<file path="src/rtl/ddr_rd_burst_engine.sv">
// Splits one long read command into boundary-aligned AXI3 INCR bursts, keeps a bounded number in
// flight and streams returned beats straight to the consumer under its backpressure.
module ddr_rd_burst_engine #(
  parameter int         CTRL_ADDR_WIDTH = 28,
  parameter int         MEM_DQ_WIDTH    = 32,
  parameter int         ADDR_INC        = 8,
  parameter int         MAX_BURST       = 16,
  parameter int         BOUND_LOG2      = 5,
  parameter int         MAX_OUTST       = 4,
  parameter logic [3:0] AXI_ID          = 4'd0
) (
  input  logic                         clk,
  input  logic                         rstn,
  input  logic                         rd_cmd_en,
  input  logic [CTRL_ADDR_WIDTH-1:0]   rd_cmd_addr,
  input  logic [31:0]                  rd_cmd_len,
  output logic                         rd_cmd_ready,
  output logic                         rd_cmd_done,
  output logic                         rd_cmd_err,
  input  logic                         read_ready,
  output logic [MEM_DQ_WIDTH*8-1:0]    read_rdata,
  output logic                         read_en,
  output logic [CTRL_ADDR_WIDTH-1:0]   axi_araddr,
  output logic [3:0]                   axi_arid,
  output logic [3:0]                   axi_arlen,
  output logic [2:0]                   axi_arsize,
  output logic [1:0]                   axi_arburst,
  output logic                         axi_arvalid,
  input  logic                         axi_arready,
  output logic                         axi_rready,
  input  logic [MEM_DQ_WIDTH*8-1:0]    axi_rdata,
  input  logic                         axi_rvalid,
  input  logic                         axi_rlast,
  input  logic [3:0]                   axi_rid,
  input  logic [1:0]                   axi_rresp
);

  localparam int         CAW       = CTRL_ADDR_WIDTH;
  localparam int         INC_LOG2  = $clog2(ADDR_INC);
  localparam int         PTR_W     = (MAX_OUTST > 1) ? $clog2(MAX_OUTST) : 1;
  localparam logic [3:0] OUTST_MAX = 4'(MAX_OUTST);

  typedef enum logic [1:0] {S_IDLE, S_ISSUE, S_DRAIN, S_DONE} state_t;

  state_t                state;
  logic [CAW-1:0]        cur_addr;
  logic [31:0]           rem_issue;
  logic [31:0]           rem_recv;
  logic [3:0]            outst;
  logic                  err_q;
  logic [4:0]            beat_cnt;
  logic [PTR_W-1:0]      wr_ptr;
  logic [PTR_W-1:0]      rd_ptr;
  logic [3:0]            arlen_fifo [MAX_OUTST];
  logic [4:0]            burst;
  logic                  ar_hs;
  logic                  r_last_hs;
  logic                  beat_bad;
  logic                  unused_rid;

  // Beats for the next burst: limited by what is left, the burst cap and the aligned boundary.
  function automatic logic [4:0] calc_burst(input logic [CAW-1:0] addr, input logic [31:0] rem);
    logic [CAW-1:0] beat_idx;
    logic [32:0]    room;
    logic [32:0]    lim;
    beat_idx = addr >> INC_LOG2;
    room     = 33'd1 << BOUND_LOG2;
    room     = room - (33'(beat_idx) & (room - 33'd1));
    lim      = 33'(MAX_BURST);
    if (room < lim) lim = room;
    if ({1'b0, rem} < lim) lim = {1'b0, rem};
    return 5'(lim);
  endfunction

  function automatic logic [PTR_W-1:0] ptr_next(input logic [PTR_W-1:0] p);
    return (p == PTR_W'(MAX_OUTST - 1)) ? '0 : p + PTR_W'(1);
  endfunction

  assign axi_arid    = AXI_ID;
  assign axi_arsize  = 3'($clog2(MEM_DQ_WIDTH));
  assign axi_arburst = 2'b01;
  assign axi_rready  = read_ready & (state != S_IDLE);
  assign read_en     = axi_rvalid & axi_rready;
  assign read_rdata  = axi_rdata;
  assign burst       = calc_burst(cur_addr, rem_issue);
  assign ar_hs       = axi_arvalid & axi_arready;
  assign r_last_hs   = read_en & axi_rlast;
  assign unused_rid  = ^axi_rid;

  // A beat is bad on an error response or when rlast disagrees with the recorded burst length.
  assign beat_bad = (axi_rresp != 2'b00) || (outst == 4'd0) ||
                    (axi_rlast != (beat_cnt == {1'b0, arlen_fifo[rd_ptr]}));

  always_ff @(posedge clk) begin
    if (ar_hs) arlen_fifo[wr_ptr] <= axi_arlen;
  end

  always_ff @(posedge clk) begin
    if (!rstn) begin
      state        <= S_IDLE;
      rd_cmd_ready <= 1'b1;
      rd_cmd_done  <= 1'b0;
      rd_cmd_err   <= 1'b0;
      axi_arvalid  <= 1'b0;
      axi_araddr   <= '0;
      axi_arlen    <= '0;
      cur_addr     <= '0;
      rem_issue    <= '0;
      rem_recv     <= '0;
      outst        <= '0;
      err_q        <= 1'b0;
      beat_cnt     <= '0;
      wr_ptr       <= '0;
      rd_ptr       <= '0;
    end else begin
      rd_cmd_done <= 1'b0;
      rd_cmd_err  <= 1'b0;

      if (read_en) begin
        if (rem_recv != 32'd0) rem_recv <= rem_recv - 32'd1;
        if (beat_bad) err_q <= 1'b1;
        if (axi_rlast) begin
          beat_cnt <= '0;
          if (outst != 4'd0) rd_ptr <= ptr_next(rd_ptr);
        end else begin
          beat_cnt <= beat_cnt + 5'd1;
        end
      end

      if (ar_hs) wr_ptr <= ptr_next(wr_ptr);
      if (ar_hs && !r_last_hs) outst <= outst + 4'd1;
      else if (!ar_hs && r_last_hs && outst != 4'd0) outst <= outst - 4'd1;

      unique case (state)
        S_IDLE: begin
          if (rd_cmd_en) begin
            rd_cmd_ready <= 1'b0;
            cur_addr     <= rd_cmd_addr;
            rem_issue    <= rd_cmd_len;
            rem_recv     <= rd_cmd_len;
            err_q        <= 1'b0;
            beat_cnt     <= '0;
            state        <= (rd_cmd_len == 32'd0) ? S_DRAIN : S_ISSUE;
          end
        end
        S_ISSUE: begin
          if (axi_arvalid) begin
            if (axi_arready) begin
              axi_arvalid <= 1'b0;
              cur_addr    <= cur_addr + (CAW'({1'b0, axi_arlen} + 5'd1) << INC_LOG2);
              rem_issue   <= rem_issue - 32'({1'b0, axi_arlen}) - 32'd1;
              if (rem_issue == 32'({1'b0, axi_arlen}) + 32'd1) state <= S_DRAIN;
            end
          end else if (outst < OUTST_MAX) begin
            axi_arvalid <= 1'b1;
            axi_araddr  <= cur_addr;
            axi_arlen   <= 4'(burst - 5'd1);
          end
        end
        S_DRAIN: begin
          // Finish on the edge that takes the final beat so done trails it by one cycle.
          if (rem_recv == 32'd0 || (read_en && rem_recv == 32'd1)) begin
            state       <= S_DONE;
            rd_cmd_done <= 1'b1;
            rd_cmd_err  <= err_q | (read_en & beat_bad);
          end
        end
        S_DONE: begin
          state        <= S_IDLE;
          rd_cmd_ready <= 1'b1;
        end
        default: state <= S_IDLE;
      endcase
    end
  end

endmodule

</file>
<file path="config.mk">
export PLATFORM = sky130hd
export DESIGN_NAME = ddr_rd_burst_engine
export DESIGN_NICKNAME = d
export VERILOG_FILES = /design/src/rtl/ddr_rd_burst_engine.sv
export SDC_FILE = /design/constraint.sdc
export NUM_CORES = 1
export LEC_CHECK = 0
export ABC_AREA = 0
export CAP_MARGIN = 40
export CELL_PAD_IN_SITES_DETAIL_PLACEMENT = 0
export CELL_PAD_IN_SITES_GLOBAL_PLACEMENT = 2
export CORE_AREA = 2 2 245 247
export DETAILED_ROUTE_END_ITERATION = 10
export DIE_AREA = 0 0 247 249
export HOLD_SLACK_MARGIN = 0.08
export MAX_ROUTING_LAYER = met4
export PLACE_DENSITY_LB_ADDON = 0.1
export SLEW_MARGIN = 30
export SYNTH_ARGS = -nofsm -noshare
export SYNTH_HDL_FRONTEND = slang
export SYNTH_SLANG_ARGS = --single-unit
</file>
<file path="constraint.sdc">
create_clock -name clk -period 3.6 [get_ports clk]
set_input_delay 0.54 -clock clk [delete_from_list [all_inputs] [get_ports clk]]
set_output_delay 0.54 -clock clk [all_outputs]
set_load 0.02 [all_outputs]
</file>
==> flow_metrics.env, run 1 <==
export IMPL_routedWlPerCell_um=21.01
export IMPL_p_per_area_nw_per_um2=770.2
export IMPL_setup_violations=0
export IMPL_p_sw_frac=0.4498
export IMPL_cts_buffer_depth=2
export IMPL_power_switching_mw=4.078
export IMPL_cts_max_level=4
export IMPL_clkPwrFrac=0.220
export IMPL_drt_wl_total_um=41150
export IMPL_antenna_cells=0
export IMPL_post_route_period_util=0.9043
export IMPL_grt_max_degree=72
export IMPL_synthTopCellsByArea="dfxtp_1 (27%), buf_4 (18%), a21oi_1 (5.1%)"
export IMPL_yosysSeqAreaShare=0.3093
export IMPL_ys_types=80
export IMPL_use_met3=0.05311
export IMPL_async_reset_ff_frac=0
export IMPL_ios=632
export IMPL_grt_util_met1=0.1727
export IMPL_post_cts_buffers=0
export IMPL_grt_use_met2=0.2064
export IMPL_synth_ff_type="dfxtp_1"
export IMPL_synth_top_area_frac=0.2657
export IMPL_rsz0062_at_grt="no"
export IMPL_final_cell_mix="dfxtp_1 (146), nand2_1 (130), a21oi_1 (113)"
export IMPL_internal_power_mw=4.989
export IMPL_antenna_found_initial=0
export IMPL_critPathKind="flip-flop to flip-flop"
export IMPL_cts_sinks=162
export IMPL_max_freq_ghz=0.3072
export IMPL_gr_total_overflow=0
export IMPL_final_nets=1536
export IMPL_tns_ns=0
export IMPL_critPathRequiredTime_ns=3.97
export IMPL_root_buffer="clkbuf_16"
export IMPL_hold_class="flip-flop to flip-flop"
export IMPL_cts_tree="yes"
export IMPL_layout_commonest_cell="dfxtp_1"
export IMPL_start_util=0.1875
export IMPL_grt_pass1_wl_um=60300
export IMPL_period_minus_slack_ns=3.256
export IMPL_crit_top_cell="ha_1"
export IMPL_drive_gt1_frac=0.08516
export IMPL_path_cells="inv_1 > ha_1 > nor3b_1 > mux2i_1 > nand2_1 > ha_1 > o21ai_0 > a21oi_1 > nor3_1 > o21bai_4 > mux2i_1 > ha_1 > and4_1 > o21ai_0 > o311ai_0"
export IMPL_drt_pass1_iterations=5
export IMPL_clkSlewWorstSetupHoldPaths_ns=0.08
export IMPL_worst_pin_slew_ns=0.7664
export IMPL_ir_drop_mv=0.4940
export IMPL_coreArea_sq_um=58690
export IMPL_insertion_delay_ns=0.50
export IMPL_end_kind="flip-flop"
export IMPL_seq_power_share=0.309
export IMPL_cts_buffers=17
export IMPL_slowest_stage="mux2i_1"
export IMPL_synth_edf_count=16
export IMPL_reg2reg_slack_ns=0.34
export IMPL_hold_viol_final=0
export IMPL_gr_max_usage_layer="met2"
export IMPL_p_comb_frac=0.471
export IMPL_path_max_fanout=6
export IMPL_slew_violations=0
export IMPL_via_per_inst=4.320
export IMPL_gp_congestion=0.6829
export IMPL_synthesis_instances=1338
export IMPL_final_antenna_net_count=0
export IMPL_ys_warn_count=0
export IMPL_postSynthAreaPerCell_sq_um=8.223
export IMPL_post_cts_resized=0
export IMPL_synth_ff_latch_count=162
export IMPL_grt_pass1_vias=8602
export IMPL_maxCapViolations=0
export IMPL_portBuffers=106
export IMPL_arrival_ns=3.62
export IMPL_std_cell_rows=89
export IMPL_hpwl_um=30630
export IMPL_clock_skew_ns=0.01225
export IMPL_vias=8462
export IMPL_crit_path_start_kind="flip-flop"
export IMPL_die_x_um=247
export IMPL_first_iter_violations=492
export IMPL_die_h_um=249
export IMPL_worst_slew_margin_rel=0.4860
export IMPL_synth_area_leader_cell="dfxtp_1"
export IMPL_p_leak_nw=4.051
export IMPL_post_route_util=0.2006
export IMPL_syn_to_final_growth_pct=7.005
export IMPL_slowest_delay_ns=0.33
export IMPL_cts_hold_buf=0
export IMPL_status="complete, no violations"
export IMPL_drc=0
export IMPL_netlist_area_sq_um=11000
export IMPL_track_usage=0.1380
export IMPL_die_area_sq_um=61500
state kept, by name (all words and copies together) (netlist names), named ones only:
| name | count |
|---|---|
| axi_araddr | 28 |
| rd_cmd_done | 1 |
| rem_recv | 32 |
| rem_issue | 32 |
| rd_cmd_ready | 1 |
| beat_cnt | 5 |
| axi_arvalid | 1 |
| state | 2 |
| arlen_fifo | 16 |
| wr_ptr | 2 |
| rd_cmd_err | 1 |
| outst | 4 |
| err_q | 1 |
| cur_addr | 28 |
| rd_ptr | 2 |
| axi_arlen | 4 |
synth_stat cells, types with 25 or more instances:
cell type / instances
o21ai_0: 61
xor2_1: 29
nor2_1: 77
inv_1: 26
buf_4: 265
dfxtp_1: 146
nand2_1: 131
mux2i_1: 37
nand3_1: 25
a21oi_1: 113
nor3_1: 28
ha_1: 31
clkbuf_1: 58
nor4_1: 25
kinds of logic after synthesis:
logic type | count (synthesis) | share of synthesized area
buffers and inverters | 360 | 0.2135
AO/OA/AOI/OAI | 297 | 0.1725
other | 2 | 0.0006826
XOR/XNOR | 52 | 0.04265
multiplexers | 43 | 0.04390
adder cells (fa/ha/maj) | 34 | 0.04071
flip-flops | 162 | 0.3093
AND/OR/NAND/NOR | 388 | 0.1767
area by class of cell:
cell class / count / area (sq um)
tap: 773 / 967.2
sequential: 162 / 3403
clock buffer: 17 / 425.4
multi-input combinational: 823 / 5309
clock inverter: 15 / 172.7
inverter: 27 / 101.3
fill: 6501 / 46910
timing repair buffer: 142 / 1394
worst max-delay path: cells and delay by family (launching register included):
| family | cells | cell delay (ns) |
|---|---|---|
| AO/OA/AOI/OAI | 5 | 0.68 |
| adder cells (fa/ha/maj) | 3 | 0.74 |
| buffers and inverters | 1 | 0.05 |
| flip-flops | 1 | 0.31 |
| multiplexers | 2 | 0.50 |
| AND/OR/NAND/NOR | 4 | 0.85 |
path summary, 6_finish.rpt:
kind	endpoint	start	cells past startpoint
setup / recovery	axi_arlen[2]$_SDFFE_PN0P_	cur_addr[3]$_SDFFE_PN0P_	15
setup reg to reg	axi_arlen[2]$_SDFFE_PN0P_	cur_addr[3]$_SDFFE_PN0P_	15
hold reg to reg	err_q$_SDFF_PN0_	err_q$_SDFF_PN0_	2
hold / removal	err_q$_SDFF_PN0_	err_q$_SDFF_PN0_	2
power groups by stage:
stage / Sequential (mW) / Clock (mW) / Combinational (mW)
6_report: 2.81 / 1.99 / 4.27
2_1_floorplan: 2.75 / 0 / 3.18
5_1_grt: 2.90 / 2.15 / 4.78
3_5_place_dp: 2.86 / 0 / 4.39
4_1_cts: 2.82 / 2.10 / 4.40
3_3_place_gp: 2.87 / 0 / 4.40
metal layers:
metal / part of all wire / wire (um) / up-vias
li1: - / - / 4130
met1: 0.46 / 19010 / 3993
met2: 0.46 / 18880 / 301
met3: 0.067 / 2749 / 38
met4: 0.013 / 516 / 0
met5: 0 / 0 / -
stage by stage:
| stage | hold slack [ns] | total power, mW | std cells | setup slack [ns] | cell area (sq um) |
|---|---|---|---|---|---|
| global placement | 0.4353 | 7.268 | 1925 | 0.3387 | 11140 |
| detailed placement | 0.4451 | 7.243 | 1927 | 0.3459 | 11170 |
| floorplan | 0.4230 | 5.927 | 1345 | 0.6412 | 11030 |
| CTS | 0.4555 | 9.315 | 1959 | 0.3123 | 11770 |
| finish | 0.4510 | 9.067 | 1959 | 0.3444 | 11770 |
| global route | 0.4788 | 9.825 | 1959 | 0.03283 | 11770 |
Note: power is estimated with default switching activity, not from simulation.
==> inputs of run 2 (changes only) <==
--- a/config.mk
+++ b/config.mk
@@ -9,9 +9,10 @@
 export CAP_MARGIN = 40
 export CELL_PAD_IN_SITES_DETAIL_PLACEMENT = 0
 export CELL_PAD_IN_SITES_GLOBAL_PLACEMENT = 2
-export CORE_AREA = 2 2 245 247
+export CORE_AREA = 3 3 242 244
+export CTS_CLUSTER_DIAMETER = 30
 export DETAILED_ROUTE_END_ITERATION = 10
-export DIE_AREA = 0 0 247 249
+export DIE_AREA = 0 0 245 247
 export HOLD_SLACK_MARGIN = 0.08
 export MAX_ROUTING_LAYER = met4
 export PLACE_DENSITY_LB_ADDON = 0.1
==> constraint.sdc (replaced) <==
create_clock -name clk -period 4 [get_ports clk]
set_input_delay 0.6 -clock clk [delete_from_list [all_inputs] [get_ports clk]]
set_output_delay 0.6 -clock clk [all_outputs]
set_load 0.02 [all_outputs]
==> run 2 against run 1 <==
  * Count of clock-buffer cells in the layout unchanged
  * Critical path depth unchanged
  * Global-route usage up 0.082 points
  * Clock skew down 0.0012 ns
  * Die area down 1.6%
  * Largest cell class unchanged
  * Critical endpoint unchanged
==> flow_metrics.env, run 2 (synthesis gave the netlist of run 1 again) <==
export IMPL_hold_class="flip-flop to flip-flop"
export IMPL_critPathRequiredTime_ns=4.38
export IMPL_critical_path_buf_inv_count=1
export IMPL_track_usage=0.1388
export IMPL_max_freq_ghz=0.2995
export IMPL_crit_family="simple AND/OR/NAND/NOR gates"
export IMPL_cts_sinks=162
export IMPL_die_area_sq_um=60520
export IMPL_tns_ns=0
export IMPL_clock_skew_ns=0.01105
export IMPL_slowest_delay_ns=0.41
export IMPL_gr_total_overflow=0
export IMPL_hold_viol_final=0
export IMPL_first_iter_violations=379
export IMPL_cts_hold_buf=0
export IMPL_vias=8564
export IMPL_drt_pass1_iterations=6
export IMPL_reg2reg_from="cur_addr[4]$_SDFFE_PN0P_"
export IMPL_status="complete, no violations"
export IMPL_path_max_fanout=8
export IMPL_cts_max_level=4
export IMPL_root_buffer="clkbuf_16"
export IMPL_post_route_period_util=0.8347
export IMPL_maxCapViolations=0
export IMPL_crit_top_cell="ha_1"
export IMPL_cts_tree="yes"
export IMPL_gp_congestion=0.7080
export IMPL_slowest_stage="dfxtp_1"
export IMPL_hp_start="err_q$_SDFF_PN0_"
export IMPL_p_per_area_nw_per_um2=684.8
export IMPL_worst_pin_slew_ns=0.7906
export IMPL_final_nets=1535
export IMPL_setup_worst_path_start="cur_addr[4]$_SDFFE_PN0P_"
export IMPL_post_cts_resized=0
export IMPL_ios=632
export IMPL_antenna_cells=0
export IMPL_path_cells="inv_1 > ha_1 > nor3b_1 > mux2i_1 > nand2_1 > ha_1 > o21ai_0 > a21oi_1 > nor3_1 > o21bai_4 > mux2i_1 > ha_1 > nand2b_1 > a211o_1 > o311ai_0"
export IMPL_cts_buffer_depth=2
export IMPL_routedWlPerCell_um=21.01
export IMPL_setup_violations=0
export IMPL_cts_buffers=17
export IMPL_start_util=0.1947
export IMPL_crit_path_start_kind="flip-flop"
export IMPL_ir_drop_mv=0.4346
export IMPL_p_leak_nw=4.001
export IMPL_die_h_um=247
export IMPL_std_cell_rows=87
export IMPL_clkSlewWorstSetupHoldPaths_ns=0.07
export IMPL_grt_pass1_wl_um=59910
export IMPL_hpwl_um=30150
export IMPL_drc=0
export IMPL_insertion_delay_ns=0.49
export IMPL_syn_to_final_growth_pct=5.812
export IMPL_critPathKind="flip-flop to flip-flop"
export IMPL_rsz0062_at_grt="no"
export IMPL_largestRegisters="rem_issue (32), rem_recv (32)"
export IMPL_fill_cells=6249
export IMPL_final_antenna_net_count=0
export IMPL_hold_worst_slack_ns=0.4513
export IMPL_grt_pass1_vias=8692
export IMPL_arrival_ns=3.72
export IMPL_die_x_um=245
export IMPL_worst_slew_margin_rel=0.4697
export IMPL_period_minus_slack_ns=3.339
export IMPL_via_per_inst=4.412
export IMPL_grt_max_degree=72
export IMPL_slew_violations=0
export IMPL_post_route_util=0.2061
export IMPL_drt_wl_total_um=40790
export IMPL_end_kind="flip-flop"
export IMPL_antenna_found_initial=0
export IMPL_final_cell_mix="dfxtp_1 (146), nand2_1 (130), a21oi_1 (113)"
export IMPL_layout_commonest_cell="dfxtp_1"
export IMPL_post_cts_buffers=0
export IMPL_coreArea_sq_um=56500
export IMPL_portBuffers=106
export IMPL_drive_gt1_frac=0.08354
==> run 2: layer usage <==
metal	wire, um	share of wire	vias up	track usage
li1	-	-	4147	-
met4	625	0.015	0	0.04533
met1	18980	0.47	4069	0.1742
met2	18410	0.45	298	0.2089
met3	2771	0.068	50	0.04750
met5	0	0	-	-
==> run 2: stage by stage <==
step | worst slack, ns | power (mW) | instance area (sq um) | instances
detailed placement | 0.6266 | 6.477 | 11090 | 1909
global route | 0.3321 | 8.708 | 11640 | 1941
global placement | 0.6134 | 6.499 | 11090 | 1909
finish | 0.6613 | 7.972 | 11640 | 1941
floorplan | 1.041 | 5.334 | 11030 | 1345
CTS | 0.5918 | 8.220 | 11640 | 1941
==> run 2: final cells by class <==
cell class,count,area (sq um),area share
Tap cell,756,945.9,0.08126
Clock buffer,17,425.4,0.03654
Clock inverter,15,125.1,0.01075
Inverter,27,101.3,0.008706
Sequential cell,162,3403,0.2923
Multi-Input combinational cell,823,5309,0.4560
Timing Repair Buffer,141,1331,0.1144
==> run 2: path summary, 6_finish.rpt <==
path / slack (ns) / end / cells after the start
worst min-delay path: 0.45 / err_q$_SDFF_PN0_ / 2
worst max register to register: 0.66 / axi_arlen[2]$_SDFFE_PN0P_ / 15
worst max-delay path: 0.66 / axi_arlen[2]$_SDFFE_PN0P_ / 15
worst min register to register: 0.45 / err_q$_SDFF_PN0_ / 2
==> run 2: power breakdown <==
group | total [mW] | internal, mW | switching [mW]
combinational | 3.79 | 1.47 | 2.31
sequential | 2.54 | 2.05 | 0.492
clock | 1.65 | 0.809 | 0.838
total | 7.97 | 4.33 | 3.64
==> run 2: worst min-delay path, cell delays in order, from the launching register on <==
cell and delay [ns]:
dfxtp_1 0.30, inv_1 0.06, a21oi_1 0.05
